$ cat src/rtl/burst_ram_arbiter.sv
// rtl/burst_ram_arbiter.sv - two-port whole-burst arbiter in front of one BurstRAM controller
// Optional round-robin tie-break when BR_ARBITER_ROUND_ROBIN_EN is defined; fixed priority (port 0) otherwise.
module burst_ram_arbiter #(
    parameter int ADDR_BITWIDTH = 4,
    parameter int DATA_BITWIDTH = 64,
    parameter int BURST_COUNT   = 4
) (
    input  logic                         clk,
    input  logic                         rst_n,
    input  logic                         m0_cmd,
    input  logic                         m0_cmd_en,
    input  logic [ADDR_BITWIDTH-1:0]     m0_addr,
    input  logic [DATA_BITWIDTH-1:0]     m0_wr_data,
    input  logic [DATA_BITWIDTH/8-1:0]   m0_data_mask,
    output logic [DATA_BITWIDTH-1:0]     m0_rd_data,
    output logic                         m0_rd_data_valid,
    output logic                         m0_busy,
    input  logic                         m1_cmd,
    input  logic                         m1_cmd_en,
    input  logic [ADDR_BITWIDTH-1:0]     m1_addr,
    input  logic [DATA_BITWIDTH-1:0]     m1_wr_data,
    input  logic [DATA_BITWIDTH/8-1:0]   m1_data_mask,
    output logic [DATA_BITWIDTH-1:0]     m1_rd_data,
    output logic                         m1_rd_data_valid,
    output logic                         m1_busy,
    output logic                         br_cmd,
    output logic                         br_cmd_en,
    output logic [ADDR_BITWIDTH-1:0]     br_addr,
    output logic [DATA_BITWIDTH-1:0]     br_wr_data,
    output logic [DATA_BITWIDTH/8-1:0]   br_data_mask,
    input  logic [DATA_BITWIDTH-1:0]     br_rd_data,
    input  logic                         br_rd_data_valid,
    input  logic                         br_busy,
    input  logic                         br_init_calib
);
    localparam int CNT_BITWIDTH = $clog2(BURST_COUNT + 1);
    localparam logic [CNT_BITWIDTH-1:0] CNT_WRITE = CNT_BITWIDTH'(BURST_COUNT - 1);
    localparam logic [CNT_BITWIDTH-1:0] CNT_READ  = CNT_BITWIDTH'(BURST_COUNT);
    localparam logic [CNT_BITWIDTH-1:0] CNT_ONE   = CNT_BITWIDTH'(1);

    typedef enum logic [1:0] {ST_IDLE, ST_WRITE, ST_READ} st_t;

    st_t                     st_q, st_d;
    logic [CNT_BITWIDTH-1:0] cnt_q, cnt_d;
    logic                    owner_q, owner_d;
    logic                    avail;
    logic                    gnt0, gnt1;
    logic                    sel;
    logic                    sel_cmd;
    logic                    rd_live;

`ifdef BR_ARBITER_ROUND_ROBIN_EN
    logic last_q, last_d;

    // Reset to 1 so that port 0 takes the first tie.
    always_ff @(posedge clk or negedge rst_n) begin
        if (!rst_n) begin
            last_q <= 1'b1;
        end else begin
            last_q <= last_d;
        end
    end

    always_comb begin
        last_d = last_q;
        if (gnt0) last_d = 1'b0;
        if (gnt1) last_d = 1'b1;
    end
`endif

    always_comb begin
        avail = (st_q == ST_IDLE) && !br_busy && br_init_calib;
`ifdef BR_ARBITER_ROUND_ROBIN_EN
        gnt0 = avail && m0_cmd_en && (!m1_cmd_en || last_q);
        gnt1 = avail && m1_cmd_en && (!m0_cmd_en || !last_q);
`else
        gnt0 = avail && m0_cmd_en;
        gnt1 = avail && m1_cmd_en && !m0_cmd_en;
`endif
    end

    always_ff @(posedge clk or negedge rst_n) begin
        if (!rst_n) begin
            st_q    <= ST_IDLE;
            cnt_q   <= '0;
            owner_q <= 1'b0;
        end else begin
            st_q    <= st_d;
            cnt_q   <= cnt_d;
            owner_q <= owner_d;
        end
    end

    always_comb begin
        st_d    = st_q;
        cnt_d   = cnt_q;
        owner_d = owner_q;
        case (st_q)
            ST_IDLE: begin
                if (gnt0 || gnt1) begin
                    owner_d = gnt1;
                    if (gnt1 ? m1_cmd : m0_cmd) begin
                        st_d  = ST_WRITE;
                        cnt_d = CNT_WRITE;
                    end else begin
                        st_d  = ST_READ;
                        cnt_d = CNT_READ;
                    end
                end
            end
            ST_WRITE: begin
                cnt_d = cnt_q - CNT_ONE;
                if (cnt_q == CNT_ONE) st_d = ST_IDLE;
            end
            ST_READ: begin
                if (br_rd_data_valid) begin
                    cnt_d = cnt_q - CNT_ONE;
                    if (cnt_q == CNT_ONE) st_d = ST_IDLE;
                end
            end
            default: st_d = ST_IDLE;
        endcase
    end

    // While idle the mux follows the grant (port 0 when nobody is granted); mid-burst it follows the owner.
    always_comb begin
        sel              = (st_q == ST_IDLE) ? gnt1 : owner_q;
        sel_cmd          = sel ? m1_cmd : m0_cmd;
        br_cmd_en        = gnt0 || gnt1;
        br_cmd           = br_cmd_en && sel_cmd;
        br_addr          = sel ? m1_addr : m0_addr;
        br_wr_data       = sel ? m1_wr_data : m0_wr_data;
        br_data_mask     = sel ? m1_data_mask : m0_data_mask;
        rd_live          = (st_q == ST_READ) && br_rd_data_valid;
        m0_rd_data_valid = rd_live && !owner_q;
        m1_rd_data_valid = rd_live && owner_q;
        m0_busy          = !avail || gnt1;
        m1_busy          = !avail || gnt0;
        m0_rd_data       = br_rd_data;
        m1_rd_data       = br_rd_data;
    end
endmodule

$ cat config.mk
export PLATFORM = sky130hd
export DESIGN_NAME = burst_ram_arbiter
export DESIGN_NICKNAME = d
export VERILOG_FILES = /design/src/rtl/burst_ram_arbiter.sv
export SDC_FILE = /design/constraint.sdc
export NUM_CORES = 1
export LEC_CHECK = 0
export ABC_AREA = 0
export CAP_MARGIN = 15
export CORE_AREA = 2 2 168 170
export CTS_CLUSTER_DIAMETER = 80
export DETAILED_ROUTE_END_ITERATION = 8
export DIE_AREA = 0 0 170 172
export HOLD_SLACK_MARGIN = 0.12
export PLACE_DENSITY = 0.52
export SKIP_LAST_GASP = 1
export SYNTH_ARGS = -nofsm -noshare
export SYNTH_HDL_FRONTEND = slang
export SYNTH_SLANG_ARGS = --single-unit
$ cat constraint.sdc
create_clock -name clk -period 5.56 [get_ports clk]
set_input_delay 0.556 -clock clk [delete_from_list [all_inputs] [get_ports clk]]
set_output_delay 0.556 -clock clk [all_outputs]
set_load 0.05 [all_outputs]
==> flow_summary.json <==
{
  "path_class": "input port to output pin",
  "synth_flop_cell": "dfrtp_1",
  "syn_inst": 275,
  "synthTopCellsByCount": "buf_4, mux2_2, nor2_1",
  "synth_edf_count": 0,
  "hold_path_end": "cnt_q[1]$_DFFE_PN0P_",
  "synth_top_area_cell": "buf_4",
  "cts_tree": "built",
  "drtIter0Drc": 45,
  "die_height_um": 172,
  "holdPathStages": 1,
  "tightest_slew_ps": 731,
  "fin_crit_sh_pct": 66.9,
  "yosys_register_bits": 6,
  "max_stage_delay_ps": 700,
  "r2r_cells": 6,
  "area_growth_pct": 79.6,
  "routed_via_density": 2.96,
  "startpoint_type": "input port",
  "fin_util_pct": 15.8,
  "crit_chain": "clkdlybuf4s50_1 > nand2b_1 > o22ai_4 > buf_4 > mux2_2 > clkdlybuf4s50_1",
  "yosysWarnings": 0,
  "fin_cells": 731,
  "reg2reg_slack_ps": 3580,
  "crit_slowest_cell": "clkdlybuf4s50_1",
  "synthesis.area_um2": 2410,
  "critPathCaptureType": "output pin",
  "clk_pin_slew_ps": 30,
  "power.density_nw_per_um2": 413,
  "hold_viol_final": 0,
  "synthTopCellsByArea": "buf_4, mux2_2, dfrtp_1",
  "dp_slack_ps": 1810,
  "synth_top_cell_area_share_pct": 40.2,
  "clockBufferDepth": 2,
  "highest_layer": "met4",
  "peakVddDrop_uv": 227,
  "grt_usage_pct": 5.68,
  "rsz0062_at_grt": "false",
  "hold_start": "cnt_q[1]$_DFFE_PN0P_",
  "tns_ps": 0,
  "wl_met3_um": 1320,
  "nets": 617,
  "dp_hpwl_um": 8630,
  "drv_slew": 0,
  "ys_types": 24,
  "drc": 0,
  "drt_first_pass_iters": 4,
  "power_switching_w": 0.000982,
  "antenna_found_initial": 0,
  "fmax_mhz": 269,
  "ys_async_sr_fraction_pct": 100,
  "ys_seq_area_share_pct": 6.23,
  "critPathMaxFanout": 54,
  "finClkSkew_ps": 0.888,
  "clk_latency_ps": 230,
  "gp_congestion": 0.690,
  "r2r-end": "cnt_q[2]$_DFFE_PN0P_",
  "crit_top_cell": "clkdlybuf4s50_1",
  "place_inst": 728,
  "drtAntennaViolNets": 0,
  "cts_buffers": 3,
  "required_ps": 5000,
  "grt_pass1_vias": 2165,
  "crit_arrival_ps": 3160,
  "cts_hold_buf": 0,
  "syn-num-nets": 505,
  "grt_max_degree": 55,
  "cts_htree_levels": 1,
  "drt-met1-wl_um": 3980,
  "num_antenna_cells": 0,
  "max_slew_margin_pct": 51.3,
  "fin_ws_ps": 1840,
  "grt_overflow": 0,
  "row_count": 61,
  "wire_per_inst_um": 13.7,
  "dieArea_um2": 29200,
  "worstHoldPathType": "register to register",
  "vias": 2161,
  "io_buffer_count": 242,
  "power_frac_comb_pct": 88.9,
  "p_sw_share_pct": 54.9,
  "period_minus_slack_ps": 3720,
  "finalSetupViolations": 0,
  "wl_met2_um": 4140,
  "root_buffer": "clkbuf_16",
  "drive_gt1_share_pct": 22.9,
  "reg2reg_from": "st_q[0]$_DFFE_PN0P_",
  "coreArea_um2": 27500,
  "post-synth-top-count-cell": "buf_4",
  "io_pins": 435,
  "drt_wl_total_um": 10000,
  "max_cap_violations": 0,
  "p_seq_share_pct": 4.6,
  "status": "complete, no violations",
  "grt_pass1_wl_um": 12500,
  "avgSynthCellArea_um2": 8.76,
  "cts_setup_buffers": 0,
  "leakagePower_nw": 1.53,
  "cts.sinks": 6,
  "ctsResizeCount": 0,
  "clockPowerShare_pct": 6.6,
  "fin_total_pwr_w": 0.00179,
  "start_util_pct": 8.77,
  "fp.dieW_um": 170,
  "intPower_w": 0.000807
}
## cell type report
type / count / area [um2]
fillers: 3099 / 23100
repair buffers: 244 / 2440
multi-input cells: 126 / 1210
well taps: 346 / 433
inverters: 6 / 22.5
flip-flops and latches: 6 / 150
clock buffers: 3 / 75.1
## power by group through the flow
stage	logic [W]	registers, W	clock network, W
4_1_cts	0.00161	0.0000817	0.000120
6_report	0.00159	0.0000814	0.000118
3_5_place_dp	0.00160	0.0000823	0
5_1_grt	0.00167	0.0000848	0.000122
2_1_floorplan	0.00137	0.0000782	0
3_3_place_gp	0.00160	0.0000822	0
## cell families (layout without fill, tap and decap cells)
| family | Yosys count | after routing | synth area share (%) |
|---|---|---|---|
| adders and majority gates | 5 | 5 | 2.60 |
| AOI/OAI and AO/OA | 13 | 13 | 4.05 |
| DFF | 6 | 6 | 6.23 |
| muxes | 79 | 79 | 36.9 |
| and+or+nand+nor | 29 | 29 | 6.44 |
| buffers and inverters | 143 | 253 | 43.8 |
## sequential cells by signal, summed over array words and instances (netlist names)
name	flops
st_q	2
cnt_q	3
owner_q	1
## how the worst max path moves through the flow
stage	start	depth (start not counted)	end	slack [ps]
final	m0_cmd_en	6	br_wr_data[54]	1840
after global routing	st_q[1]$_DFFE_PN0P_	7	br_wr_data[25]	1680
after CTS	m0_cmd_en	6	br_wr_data[25]	1800
after detailed placement	m0_cmd_en	6	br_wr_data[25]	1810
after global placement	m0_cmd_en	6	br_wr_data[25]	1810
after floorplan	st_q[0]$_DFFE_PN0P_	9	br_cmd	3020
## stage by stage
step | hold slack, ps | area (um2)
final | 487 | 4330
after global routing | 495 | 4330
after CTS | 487 | 4330
after detailed placement | 480 | 4250
after global placement | 489 | 4250
after floorplan | 260 | 2410
## worst max-delay path: cells and delay by family
family | cells | cell delay [ps]
buf+inv | 3 | 1710
simple gates | 1 | 230
compound gates | 1 | 150
mux | 1 | 430
## layout by cell type, fill, tap and decap left out, types with 5 or more instances in the layout
cell               n
clkdlybuf4s50_1  242
mux2_2            78
nor2_1            11
nand2_1            7
inv_1              6
dfrtp_1            6
a21oi_1            5
ha_1               5
## layer usage
metal / track usage (%) / vias up
met5: 0 / -
met4: 4.05 / 0
met3: 2.72 / 63
met2: 7.84 / 168
met1: 6.83 / 913
li1: - / 1017
No activity file was read; power rests on OpenSTA's default activity.
